[config.mk]
export PLATFORM = sky130hd
export DESIGN_NAME = regfile_ctrl_flat
export DESIGN_NICKNAME = d
export VERILOG_FILES = /design/src/rtl/regfile_ctrl_if.sv /design/src/rtl/regfile_ctrl.sv /design/src/flat_wrapper.sv
export SDC_FILE = /design/constraint.sdc
export NUM_CORES = 1
export LEC_CHECK = 0
export CAP_MARGIN = 20
export CORE_ASPECT_RATIO = 0.9
export CORE_MARGIN = 2
export CORE_UTILIZATION = 42
export CTS_BUF_LIST = sky130_fd_sc_hd__clkbuf_8
export CTS_CLUSTER_SIZE = 28
export DETAILED_ROUTE_END_ITERATION = 6
export PLACE_DENSITY = 0.8
export REMOVE_ABC_BUFFERS = 1
export SKIP_CTS_REPAIR_TIMING = 1
export SYNTH_ARGS = -nofsm -noshare
export SYNTH_HDL_FRONTEND = slang
export SYNTH_SLANG_ARGS = --single-unit
[constraint.sdc]
create_clock -name clk -period 2 [get_ports clk]
set_clock_uncertainty 0.1 [all_clocks]
set_input_delay 0.5 -clock clk [delete_from_list [all_inputs] [get_ports clk]]
set_output_delay 0.5 -clock clk [all_outputs]
set_load 0.005 [all_outputs]
[src/rtl/regfile_ctrl_if.sv]
// Bundle of the decode, writeback, RAM and execute signals around the
// register-file controller. The controller connects through the slave
// modport. The surrounding pipeline and RAM connect through the master
// modport.
interface regfile_ctrl_if;
  // Decode side
  logic        instr_valid;
  logic [4:0]  rs1;
  logic [4:0]  rs2;
  logic        instr_ready;
  logic        stall;

  // Writeback side
  logic        wb_valid;
  logic [4:0]  wb_addr;
  logic [31:0] wb_data;
  logic        wb_ready;

  // Register RAM: synchronous read, one cycle of latency
  logic [4:0]  ram_ra1;
  logic [4:0]  ram_ra2;
  logic [31:0] ram_rd1;
  logic [31:0] ram_rd2;
  logic        ram_we;
  logic [4:0]  ram_wa;
  logic [31:0] ram_wd;

  // Execute side
  logic        op_valid;
  logic [31:0] op_rs1_data;
  logic [31:0] op_rs2_data;
  logic        op_ready;

  modport slave (
    input  instr_valid, rs1, rs2,
    input  wb_valid, wb_addr, wb_data,
    input  ram_rd1, ram_rd2,
    input  op_ready,
    output instr_ready, stall, wb_ready,
    output ram_ra1, ram_ra2, ram_we, ram_wa, ram_wd,
    output op_valid, op_rs1_data, op_rs2_data
  );

  modport master (
    output instr_valid, rs1, rs2,
    output wb_valid, wb_addr, wb_data,
    output ram_rd1, ram_rd2,
    output op_ready,
    input  instr_ready, stall, wb_ready,
    input  ram_ra1, ram_ra2, ram_we, ram_wa, ram_wd,
    input  op_valid, op_rs1_data, op_rs2_data
  );
endinterface

[src/rtl/regfile_ctrl.sv]
// Register-file read/write controller in front of a 32x32 synchronous RAM.
// After reset, the controller zeroes all 32 entries. It then serves one
// instruction every two cycles:
//   - In the accept cycle, it issues the RAM read.
//   - In the READ cycle, it captures the operands with writeback forwarding.
//   - In the HOLD state, it holds the operands until execute consumes them.
// Writebacks are never stalled once initialisation is done.
module regfile_ctrl (
  input  logic          clk,
  input  logic          rst_n,
  regfile_ctrl_if.slave bus
);

  typedef enum logic [1:0] {StInit, StIdle, StRead, StHold} state_e;

  state_e      state_q, state_d;
  logic [4:0]  cnt_q, cnt_d;
  logic [4:0]  ar1_q, ar1_d;
  logic [4:0]  ar2_q, ar2_d;
  logic        op_valid_q, op_valid_d;
  logic [31:0] op1_q, op1_d;
  logic [31:0] op2_q, op2_d;
  logic        pend_valid_q, pend_valid_d;
  logic [4:0]  pend_addr_q, pend_addr_d;
  logic [31:0] pend_data_q, pend_data_d;

  logic        wr_en;
  logic        instr_ready;
  logic [4:0]  ram_ra1;
  logic [4:0]  ram_ra2;

  // Operand capture: x0, then a write landing now, then the write that raced
  // the RAM read in the accept cycle, then the RAM data itself.
  function automatic logic [31:0] sel_operand(
    input logic [4:0]  addr,
    input logic        wr,
    input logic [4:0]  wa,
    input logic [31:0] wd,
    input logic        pv,
    input logic [4:0]  pa,
    input logic [31:0] pd,
    input logic [31:0] rd
  );
    logic [31:0] val;
    if (addr == 5'd0) begin
      val = 32'd0;
    end else if (wr && (wa == addr)) begin
      val = wd;
    end else if (pv && (pa == addr)) begin
      val = pd;
    end else begin
      val = rd;
    end
    return val;
  endfunction

  // A writeback that actually reaches the RAM (x0 and INIT excluded).
  assign wr_en = (state_q != StInit) && bus.wb_valid && (bus.wb_addr != 5'd0);

  // RAM write port: zero-fill during INIT, otherwise pass writeback through.
  // rst_n gates the enable so that nothing is written while reset is held.
  assign bus.ram_we = rst_n && ((state_q == StInit) || wr_en);
  assign bus.ram_wa = (state_q == StInit) ? cnt_q : bus.wb_addr;
  assign bus.ram_wd = (state_q == StInit) ? 32'd0 : bus.wb_data;

  assign bus.wb_ready    = (state_q != StInit);
  assign bus.instr_ready = instr_ready;
  assign bus.stall       = bus.instr_valid && !instr_ready;
  assign bus.ram_ra1     = ram_ra1;
  assign bus.ram_ra2     = ram_ra2;
  assign bus.op_valid    = op_valid_q;
  assign bus.op_rs1_data = op1_q;
  assign bus.op_rs2_data = op2_q;

  // Next-state, operand capture and read-address steering.
  always_comb begin
    state_d     = state_q;
    cnt_d       = cnt_q;
    ar1_d       = ar1_q;
    ar2_d       = ar2_q;
    op_valid_d  = op_valid_q;
    op1_d       = op1_q;
    op2_d       = op2_q;
    instr_ready = 1'b0;
    ram_ra1     = ar1_q;
    ram_ra2     = ar2_q;

    // The pending entry is only consumed in READ, and the cycle before READ
    // is always the accept cycle, so recording every cycle is sufficient.
    pend_valid_d = wr_en;
    pend_addr_d  = bus.wb_addr;
    pend_data_d  = bus.wb_data;

    unique case (state_q)
      StInit: begin
        ram_ra1 = 5'd0;
        ram_ra2 = 5'd0;
        cnt_d   = cnt_q + 5'd1;
        if (cnt_q == 5'd31) begin
          state_d = StIdle;
        end
      end

      StIdle: begin
        instr_ready = 1'b1;
        ram_ra1     = bus.rs1;
        ram_ra2     = bus.rs2;
        if (bus.instr_valid) begin
          ar1_d   = bus.rs1;
          ar2_d   = bus.rs2;
          state_d = StRead;
        end
      end

      StRead: begin
        op1_d = sel_operand(ar1_q, wr_en, bus.wb_addr, bus.wb_data,
                            pend_valid_q, pend_addr_q, pend_data_q, bus.ram_rd1);
        op2_d = sel_operand(ar2_q, wr_en, bus.wb_addr, bus.wb_data,
                            pend_valid_q, pend_addr_q, pend_data_q, bus.ram_rd2);
        op_valid_d = 1'b1;
        state_d    = StHold;
      end

      StHold: begin
        instr_ready = bus.op_ready;
        ram_ra1     = bus.rs1;
        ram_ra2     = bus.rs2;
        // Held operands track the register file while execute is stalled.
        if (wr_en && (bus.wb_addr == ar1_q)) begin
          op1_d = bus.wb_data;
        end
        if (wr_en && (bus.wb_addr == ar2_q)) begin
          op2_d = bus.wb_data;
        end
        if (bus.op_ready) begin
          op_valid_d = 1'b0;
          if (bus.instr_valid) begin
            ar1_d   = bus.rs1;
            ar2_d   = bus.rs2;
            state_d = StRead;
          end else begin
            state_d = StIdle;
          end
        end
      end

      default: begin
        state_d = StInit;
      end
    endcase
  end

  // State and datapath registers, all cleared by the asynchronous reset.
  always_ff @(posedge clk or negedge rst_n) begin
    if (!rst_n) begin
      state_q      <= StInit;
      cnt_q        <= 5'd0;
      ar1_q        <= 5'd0;
      ar2_q        <= 5'd0;
      op_valid_q   <= 1'b0;
      op1_q        <= 32'd0;
      op2_q        <= 32'd0;
      pend_valid_q <= 1'b0;
      pend_addr_q  <= 5'd0;
      pend_data_q  <= 32'd0;
    end else begin
      state_q      <= state_d;
      cnt_q        <= cnt_d;
      ar1_q        <= ar1_d;
      ar2_q        <= ar2_d;
      op_valid_q   <= op_valid_d;
      op1_q        <= op1_d;
      op2_q        <= op2_d;
      pend_valid_q <= pend_valid_d;
      pend_addr_q  <= pend_addr_d;
      pend_data_q  <= pend_data_d;
    end
  end

endmodule
[src/flat_wrapper.sv]
// flat-port wrapper written by rule: the top's interface ports become plain ports
module regfile_ctrl_flat 
  (clk, rst_n, bus_instr_valid, bus_rs1, bus_rs2, bus_wb_valid, bus_wb_addr, bus_wb_data, bus_ram_rd1, bus_ram_rd2, bus_op_ready, bus_instr_ready, bus_stall, bus_wb_ready, bus_ram_ra1, bus_ram_ra2, bus_ram_we, bus_ram_wa, bus_ram_wd, bus_op_valid, bus_op_rs1_data, bus_op_rs2_data);
  regfile_ctrl_if bus_i ();
  input  logic clk;
  input  logic rst_n;
  input wire logic [$bits(bus_i.instr_valid)-1:0] bus_instr_valid;
  input wire logic [$bits(bus_i.rs1)-1:0] bus_rs1;
  input wire logic [$bits(bus_i.rs2)-1:0] bus_rs2;
  input wire logic [$bits(bus_i.wb_valid)-1:0] bus_wb_valid;
  input wire logic [$bits(bus_i.wb_addr)-1:0] bus_wb_addr;
  input wire logic [$bits(bus_i.wb_data)-1:0] bus_wb_data;
  input wire logic [$bits(bus_i.ram_rd1)-1:0] bus_ram_rd1;
  input wire logic [$bits(bus_i.ram_rd2)-1:0] bus_ram_rd2;
  input wire logic [$bits(bus_i.op_ready)-1:0] bus_op_ready;
  output wire logic [$bits(bus_i.instr_ready)-1:0] bus_instr_ready;
  output wire logic [$bits(bus_i.stall)-1:0] bus_stall;
  output wire logic [$bits(bus_i.wb_ready)-1:0] bus_wb_ready;
  output wire logic [$bits(bus_i.ram_ra1)-1:0] bus_ram_ra1;
  output wire logic [$bits(bus_i.ram_ra2)-1:0] bus_ram_ra2;
  output wire logic [$bits(bus_i.ram_we)-1:0] bus_ram_we;
  output wire logic [$bits(bus_i.ram_wa)-1:0] bus_ram_wa;
  output wire logic [$bits(bus_i.ram_wd)-1:0] bus_ram_wd;
  output wire logic [$bits(bus_i.op_valid)-1:0] bus_op_valid;
  output wire logic [$bits(bus_i.op_rs1_data)-1:0] bus_op_rs1_data;
  output wire logic [$bits(bus_i.op_rs2_data)-1:0] bus_op_rs2_data;
  assign bus_i.instr_valid = bus_instr_valid;
  assign bus_i.rs1 = bus_rs1;
  assign bus_i.rs2 = bus_rs2;
  assign bus_i.wb_valid = bus_wb_valid;
  assign bus_i.wb_addr = bus_wb_addr;
  assign bus_i.wb_data = bus_wb_data;
  assign bus_i.ram_rd1 = bus_ram_rd1;
  assign bus_i.ram_rd2 = bus_ram_rd2;
  assign bus_i.op_ready = bus_op_ready;
  assign bus_instr_ready = bus_i.instr_ready;
  assign bus_stall = bus_i.stall;
  assign bus_wb_ready = bus_i.wb_ready;
  assign bus_ram_ra1 = bus_i.ram_ra1;
  assign bus_ram_ra2 = bus_i.ram_ra2;
  assign bus_ram_we = bus_i.ram_we;
  assign bus_ram_wa = bus_i.ram_wa;
  assign bus_ram_wd = bus_i.ram_wd;
  assign bus_op_valid = bus_i.op_valid;
  assign bus_op_rs1_data = bus_i.op_rs1_data;
  assign bus_op_rs2_data = bus_i.op_rs2_data;
  regfile_ctrl u_core (.clk(clk), .rst_n(rst_n), .bus(bus_i));
endmodule
==> run_results.csv, run 1 <==
group,metric,value,unit
critical_path,cp_common_cell,"buf_6",
synth,synth_top_cell_area_share,0.4838,
clock_network,htreeDepth,4,
sta,fin_crit_sh,1.148,
critical_path,reg2reg_to,"u_core.bus.op_rs1_data[29]$_DFFE_PN0P_",
power,p_per_area,1311,nW/um^2
synth,synth_area,6207,um^2
power,ir_drop,0.7403,mV
critical_path,setup.worst_path.class,"reg2out",
critical_path,critPathMaxFanout,5,
placed_design,port_buffers,231,
synth,yosysWarnings,0,
critical_path,worstRegToRegCells,7,
cells_and_area,finalNetCount,985,
routing,wirelength,25.11,mm
routing,vias,6273,
global_routing,grt.overflow.total,0,
critical_path,worstPathRequired,1400,ps
routing,top_layer_used,"met4",
critical_path,rr_startpoint,"u_core.ar1_q[3]$_DFFE_PN0P_",
clock_network,root_buffer,"clkbuf_8",
power,switching_share,0.3618,
sta,fmaxAchievable,435.6,MHz
die,die_area,15770,um^2
critical_path,path_cells,"buf_6 > nor2b_4 > buf_6 > buf_6 > a22o_1 > buf_2",
die,core_area,14560,um^2
cells_and_area,final_layout_size_suffix_gt1_frac,0.4447,
die,start_util,0.4264,
power,clock_power_share,0.158,
synth,yosysSeqAreaShare,0.4838,
power,p_leak,4.490,nW
sta,tightest_slew,659.1,ps
synth,synth.avg_cell_area,11.31,um^2
power,p_switching,5.107,mW
critical_path,arrival,1700,ps
sta,rsz0062_at_grt,"yes",
die,die_height,119.3,um
synth,ys_ff_latch,120,
routing,wl_met2,12.70,mm
power,power.total,14.12,mW
power,intPower,9.011,mW
routing,drt_iter0_markers,441,
clock_network,clk_pin_slew_worst_paths,80,ps
synth,synth_cell_type_count,35,
routing,met3WireLength,1.973,mm
routing,via_per_inst,5.835,
critical_path,crit_path_end_kind,"output pin",
global_routing,grt_pass1_wl,33.63,mm
routing,ant_nets,0,
global_routing,grt_max_degree,121,
sta,setup_viol,113,
placed_design,hpwl,14.58,mm
sta,slew_headroom,0.5606,
routing,dr.pass1.iters,5,
critical_path,cp_top_family,"buffers and inverters",
synth,syn_inst,549,
clock_network,cts_inserted_buffers,17,
critical_path,slowest_stage,"dfrtp_1",
clock_network,insertion_delay,450,ps
sta,finalSetupTns,-11620,ps
clock_network,clock_sinks,120,
global_routing,grt_pass1_vias,6306,
global_routing,track_usage,0.2744,
die,die_w,132.1,um
synth,synth_largest_area_cell,"dfrtp_1",
placed_design,gp_congestion,0.8735,
power,p_seq_frac,0.292,
cells_and_area,syn_to_final_growth,73.55,%
routing,routedLengthMet1,9.649,mm
critical_path,r2r_slack,-150,ps
power,combPwrFrac,0.550,
sta,min_period,2296,ps
synth,yosys-top-cells-area,"dfrtp_1, mux2i_1, a211oi_1",
routing,routedWlPerCell,23.36,um
clock_network,clockBufferDepth,2,
outcome,violations,"negative setup slack",
cells_and_area,n_fill_cell,939,
die,fp-row-count,42,
critical_path,slowest_delay,420,ps
job,drv_cap,0,
die,ios,232,
sta,worst_slack,-295.7,ps
critical_path,path_buf_inv,4,
worst_hold_path,hold_path.class,"in2async",
global_routing,grt_antenna_before_repair,0,
critical_path,startpoint_type,"register",
cells_and_area,diodes,0,
sta,slew_violations,0,
routing,drcViolationCount,0,
outcome,status,"complete, but fails checks",
sta,hold_viol,0,
clock_network,cts_tree,"yes",
routing by layer:
layer,global-route usage,vias up
met5,0,-
met4,0.1067,0
met3,0.06684,71
met2,0.4743,373
met1,0.3309,3156
li1,-,2673
area by class of cell:
class                   instances  area (um^2)  share of cell area
multi-input cells             379         3573              0.3317
repair buffers                347         3542              0.3288
flip-flops and latches        120         3008              0.2792
clock buffers                  23        316.6             0.02938
well taps                     198        247.7             0.02300
clock inverters                 6        75.07            0.006969
inverters                       2        10.01           0.0009292
cell usage after synthesis, drive strengths merged:
master  number
nand3        4
buf         34
dfrtp      120
nor2         4
or4          1
ha           2
xnor2        7
mux2i       64
a21o         1
a22o        11
o21a         3
o211a        1
inv          2
clkbuf      15
nand4        1
nor4         4
nand2        6
nor3        66
a211oi      64
o21ai       65
and2        32
a21boi       2
and3         5
mux2        17
xor2        16
nor2b        2
flip-flops by register name, indices dropped and copies added (netlist names):
signal / flops
u_core.bus.op_rs1_data: 32
u_core.bus.op_rs2_data: 32
u_core.pend_data_q: 32
u_core.ar1_q: 5
u_core.ar2_q: 5
u_core.cnt_q: 5
u_core.pend_addr_q: 5
u_core.state_q: 2
u_core.bus.op_valid: 1
u_core.pend_valid_q: 1
worst max-delay path by stage:
stage | start | endpoint | slack (ps) | depth (start not counted)
after global routing | u_core.state_q[1]$_DFFE_PN0P_ | bus_ram_ra2[0] | -370 | 6
after detailed placement | bus_wb_addr[3] | bus_ram_we | -920 | 5
after floorplan | u_core.state_q[0]$_DFFE_PN0P_ | u_core.bus.op_rs1_data[25]$_DFFE_PN0P_ | -4420 | 4
final | u_core.state_q[1]$_DFFE_PN0P_ | bus_ram_ra2[0] | -300 | 6
after CTS | bus_wb_addr[3] | bus_ram_we | -930 | 5
after global placement | bus_wb_addr[3] | bus_ram_we | -880 | 5
cell families after synthesis:
kind of cell,synth area share
DFF,0.4838
and+or+nand+nor,0.1355
buffers and inverters,0.04918
adders and majority gates,0.004031
xor gates and xnor gates,0.03245
muxes,0.1340
AOI/OAI and AO/OA,0.1611
per-stage QoR:
step | hold WS [ps] | cell area (um^2) | utilization | setup slack [ps] | std cells
floorplan | 104.4 | 5909 | - | -4424 | 500
finish | 79.88 | 10770 | 0.7401 | -295.7 | 1075
global route | 111.9 | 10770 | 0.7401 | -367.1 | 1075
detailed placement | 388.7 | 9309 | 0.6395 | -920.7 | 1013
CTS | 109.8 | 9701 | 0.6664 | -925.7 | 1042
global placement | 369.4 | 9309 | 0.6395 | -884.0 | 1013
cells in the final DEF, fill, tap and decap left out, types with 15 or more instances in the layout:
cell type	instances
clkdlybuf4s50_1	156
dfrtp_1	116
buf_4	72
nor3_2	59
a211oi_2	51
mux2i_1	41
clkbuf_2	37
o21ai_1	32
o21ai_0	32
dlymetal6s2s_1	26
mux2i_2	23
clkbuf_8	23
and2_4	22
buf_6	21
buf_12	19
xor2_1	15
power by group through the flow:
stage               logic [mW]  registers, mW  clock network, mW
detailed placement        6.05           4.04                  0
global placement          5.85           4.01                  0
global route              8.19           4.21               2.36
floorplan                 2.33           3.99                  0
finish                    7.76           4.13               2.23
CTS                       6.09           4.01               2.22
No activity file was read; power rests on OpenSTA's default activity.
==> run 2, diff against run 1 <==
--- a/config.mk
+++ b/config.mk
@@ -5,7 +5,7 @@
 export SDC_FILE = /design/constraint.sdc
 export NUM_CORES = 1
 export LEC_CHECK = 0
-export CAP_MARGIN = 20
+export CAP_MARGIN = 5
 export CORE_ASPECT_RATIO = 0.9
 export CORE_MARGIN = 2
 export CORE_UTILIZATION = 42
==> results of run 2 <==
No change in the layout: final DEF, timing and power equal those of run 1.
==> run 3, diff against run 2 <==
--- a/config.mk
+++ b/config.mk
@@ -8,12 +8,11 @@
 export CAP_MARGIN = 5
 export CORE_ASPECT_RATIO = 0.9
 export CORE_MARGIN = 2
-export CORE_UTILIZATION = 42
+export CORE_UTILIZATION = 46
 export CTS_BUF_LIST = sky130_fd_sc_hd__clkbuf_8
 export CTS_CLUSTER_SIZE = 28
 export DETAILED_ROUTE_END_ITERATION = 6
-export PLACE_DENSITY = 0.8
-export REMOVE_ABC_BUFFERS = 1
+export PLACE_DENSITY = 0.83
 export SKIP_CTS_REPAIR_TIMING = 1
 export SYNTH_ARGS = -nofsm -noshare
 export SYNTH_HDL_FRONTEND = slang
==> constraint.sdc (replaced) <==
create_clock -name clk -period 2.5 [get_ports clk]
set_clock_uncertainty 0.1 [all_clocks]
set_input_delay 0.625 -clock clk [delete_from_list [all_inputs] [get_ports clk]]
set_output_delay 0.625 -clock clk [all_outputs]
set_load 0.005 [all_outputs]
==> run 3 against run 2 <==
- the run still ends with negative setup slack left
- largest power group unchanged
- routed wire length fell by 13%
- first-iteration DRC count rose by 0.23%
- power fell by 29%
- sequential power fell by 20%
- count of clock-buffer cells in the layout fell by 3
- final area fell by 8.8%
- setup slack improved by 110 ps
- hold slack improved by 93 ps
- highest routed layer unchanged
- via count fell by 5.8%
- register-to-register slack improved by 300 ps
==> run_results.csv, run 3 (synthesis gave the netlist of run 1 again) <==
group,metric,value,unit
outcome,status,"complete, but fails checks",
outcome,violations,"negative setup slack",
clock_network,clk_pin_slew_worst_paths,70,ps
clock_network,clock_sinks,120,
clock_network,insertion_delay,450,ps
placed_design,hpwl,14.31,mm
routing,drcViolationCount,0,
clock_network,clockBufferDepth,2,
global_routing,track_usage,0.2936,
die,start_util,0.4680,
placed_design,port_buffers,231,
sta,setup_viol,4,
sta,min_period,2687,ps
critical_path,crit_path_end_kind,"output pin",
routing,routedWlPerCell,21.51,um
sta,slew_violations,0,
placed_design,place_ws,-608.3,ps
critical_path,slowest_delay,550,ps
sta,fin_crit_sh,1.075,
clock_network,cts_inserted_buffers,17,
sta,hold_viol,0,
global_routing,grt_antenna_before_repair,0,
sta,slew_headroom,0.5780,
critical_path,path_buf_inv,2,
global_routing,grt.overflow.total,0,
cells_and_area,n_fill_cell,840,
routing,drt_iter0_markers,442,
power,ir_drop,0.6944,mV
global_routing,grt_max_degree,121,
routing,wirelength,21.90,mm
critical_path,slowest_stage,"or4_4",
cells_and_area,final_layout_size_suffix_gt1_frac,0.2271,
sta,tightest_slew,633.0,ps
die,die_area,14440,um^2
power,p_leak,4.333,nW
global_routing,grt_pass1_vias,6141,
cells_and_area,fin_cells,1018,
routing,ant_nets,0,
clock_network,cts_tree,"yes",
cells_and_area,layout_common_cells,"clkdlybuf4s50_1, dfrtp_1, buf_4",
critical_path,path_cells,"clkdlybuf4s50_1 > or4_4 > o21ai_4 > a21boi_2 > clkbuf_2",
critical_path,setup.worst_path.class,"in2out",
sta,whs,172.4,ps
routing,vias,5911,
critical_path,critPathMaxFanout,2,
die,die_height,114.2,um
cells_and_area,syn_to_final_growth,58.27,%
critical_path,startpoint_type,"input pin",
sta,worst_slack,-186.8,ps
die,core_area,13260,um^2
sta,rsz0062_at_grt,"yes",
die,ios,232,
clock_network,htreeDepth,4,
sta,fmaxAchievable,372.2,MHz
cells_and_area,final_common_cell,"clkdlybuf4s50_1",
routing,dr.pass1.iters,5,
worst_hold_path,hold_path.class,"in2async",
power,p_per_area,1015,nW/um^2
critical_path,cp_top_family,"simple AND/OR/NAND/NOR gates",
die,die_w,126.4,um
cells_and_area,diodes,0,
die,fp-row-count,40,
job,drv_cap,0,
cells_and_area,finalNetCount,956,
synth,syn_nets,667,
placed_design,gp_congestion,0.9295,
routing,via_per_inst,5.806,
clock_network,root_buffer,"clkbuf_8",
global_routing,grt_pass1_wl,33.00,mm
critical_path,arrival,1960,ps
placed_design,dp_cells,971,
critical_path,worstPathRequired,1770,ps
run 3: worst reg2reg max path: stages (launching register included):
cell and delay [ps]:
dfrtp_2 450, buf_12 150, nor2b_4 180, buf_4 140
buf_4 430, buf_6 420, nor3_2 100, a211oi_1 280
run 3: path summary, 6_finish.rpt:
path	cells past startpoint	slack, ps	to	startpoint
min reg2reg	1	390	u_core.bus.op_valid$_DFFE_PN0P_	u_core.bus.op_valid$_DFFE_PN0P_
max in group asynchronous	2	1650	u_core.bus.op_rs1_data[7]$_DFFE_PN0P_	rst_n
min	2	170	u_core.ar2_q[0]$_DFFE_PN0P_	rst_n
max	5	-190	bus_ram_we	bus_wb_addr[1]
max reg2reg	7	150	u_core.bus.op_rs1_data[19]$_DFFE_PN0P_	u_core.state_q[0]$_DFFE_PN0P_
min in group clk	2	380	u_core.pend_addr_q[3]$_DFF_PN0_	bus_wb_addr[3]
run 3: metrics by stage:
stage	instance area [um^2]	utilization	setup TNS (ps)	total power, mW
after floorplan	6207	-	0	5.291
after detailed placement	9094	0.6857	-22580	7.875
final	9824	0.7408	-307.7	9.973
after global placement	9094	0.6857	-20860	7.713
after global routing	9824	0.7408	-510.3	10.50
after CTS	9498	0.7161	-17340	9.727
run 3: routing by layer:
layer,track usage,part of all wire,vias to the layer above
met1,0.3907,0.41,2936
met2,0.4781,0.49,310
met5,0,0,-
li1,-,-,2613
met4,0.1062,0.025,0
met3,0.06215,0.076,52
run 3: layout make-up:
type / instances / area [um^2] / area share
timing repair buffer: 318 / 3221 / 0.3278
sequential: 120 / 3005 / 0.3059
clock inverter: 11 / 128.9 / 0.01312
tap: 168 / 210.2 / 0.02140
clock buffer: 20 / 275.3 / 0.02802
multi-input combinational: 379 / 2972 / 0.3025
inverter: 2 / 12.51 / 0.001274
run 3: power breakdown:
group / switching (mW) / leakage [nW] / internal [mW]
logic: 2.01 / 2.75 / 2.81
registers: 0.667 / 1.36 / 2.65
clock network: 0.785 / 0.219 / 1.04
total: 3.47 / 4.33 / 6.51
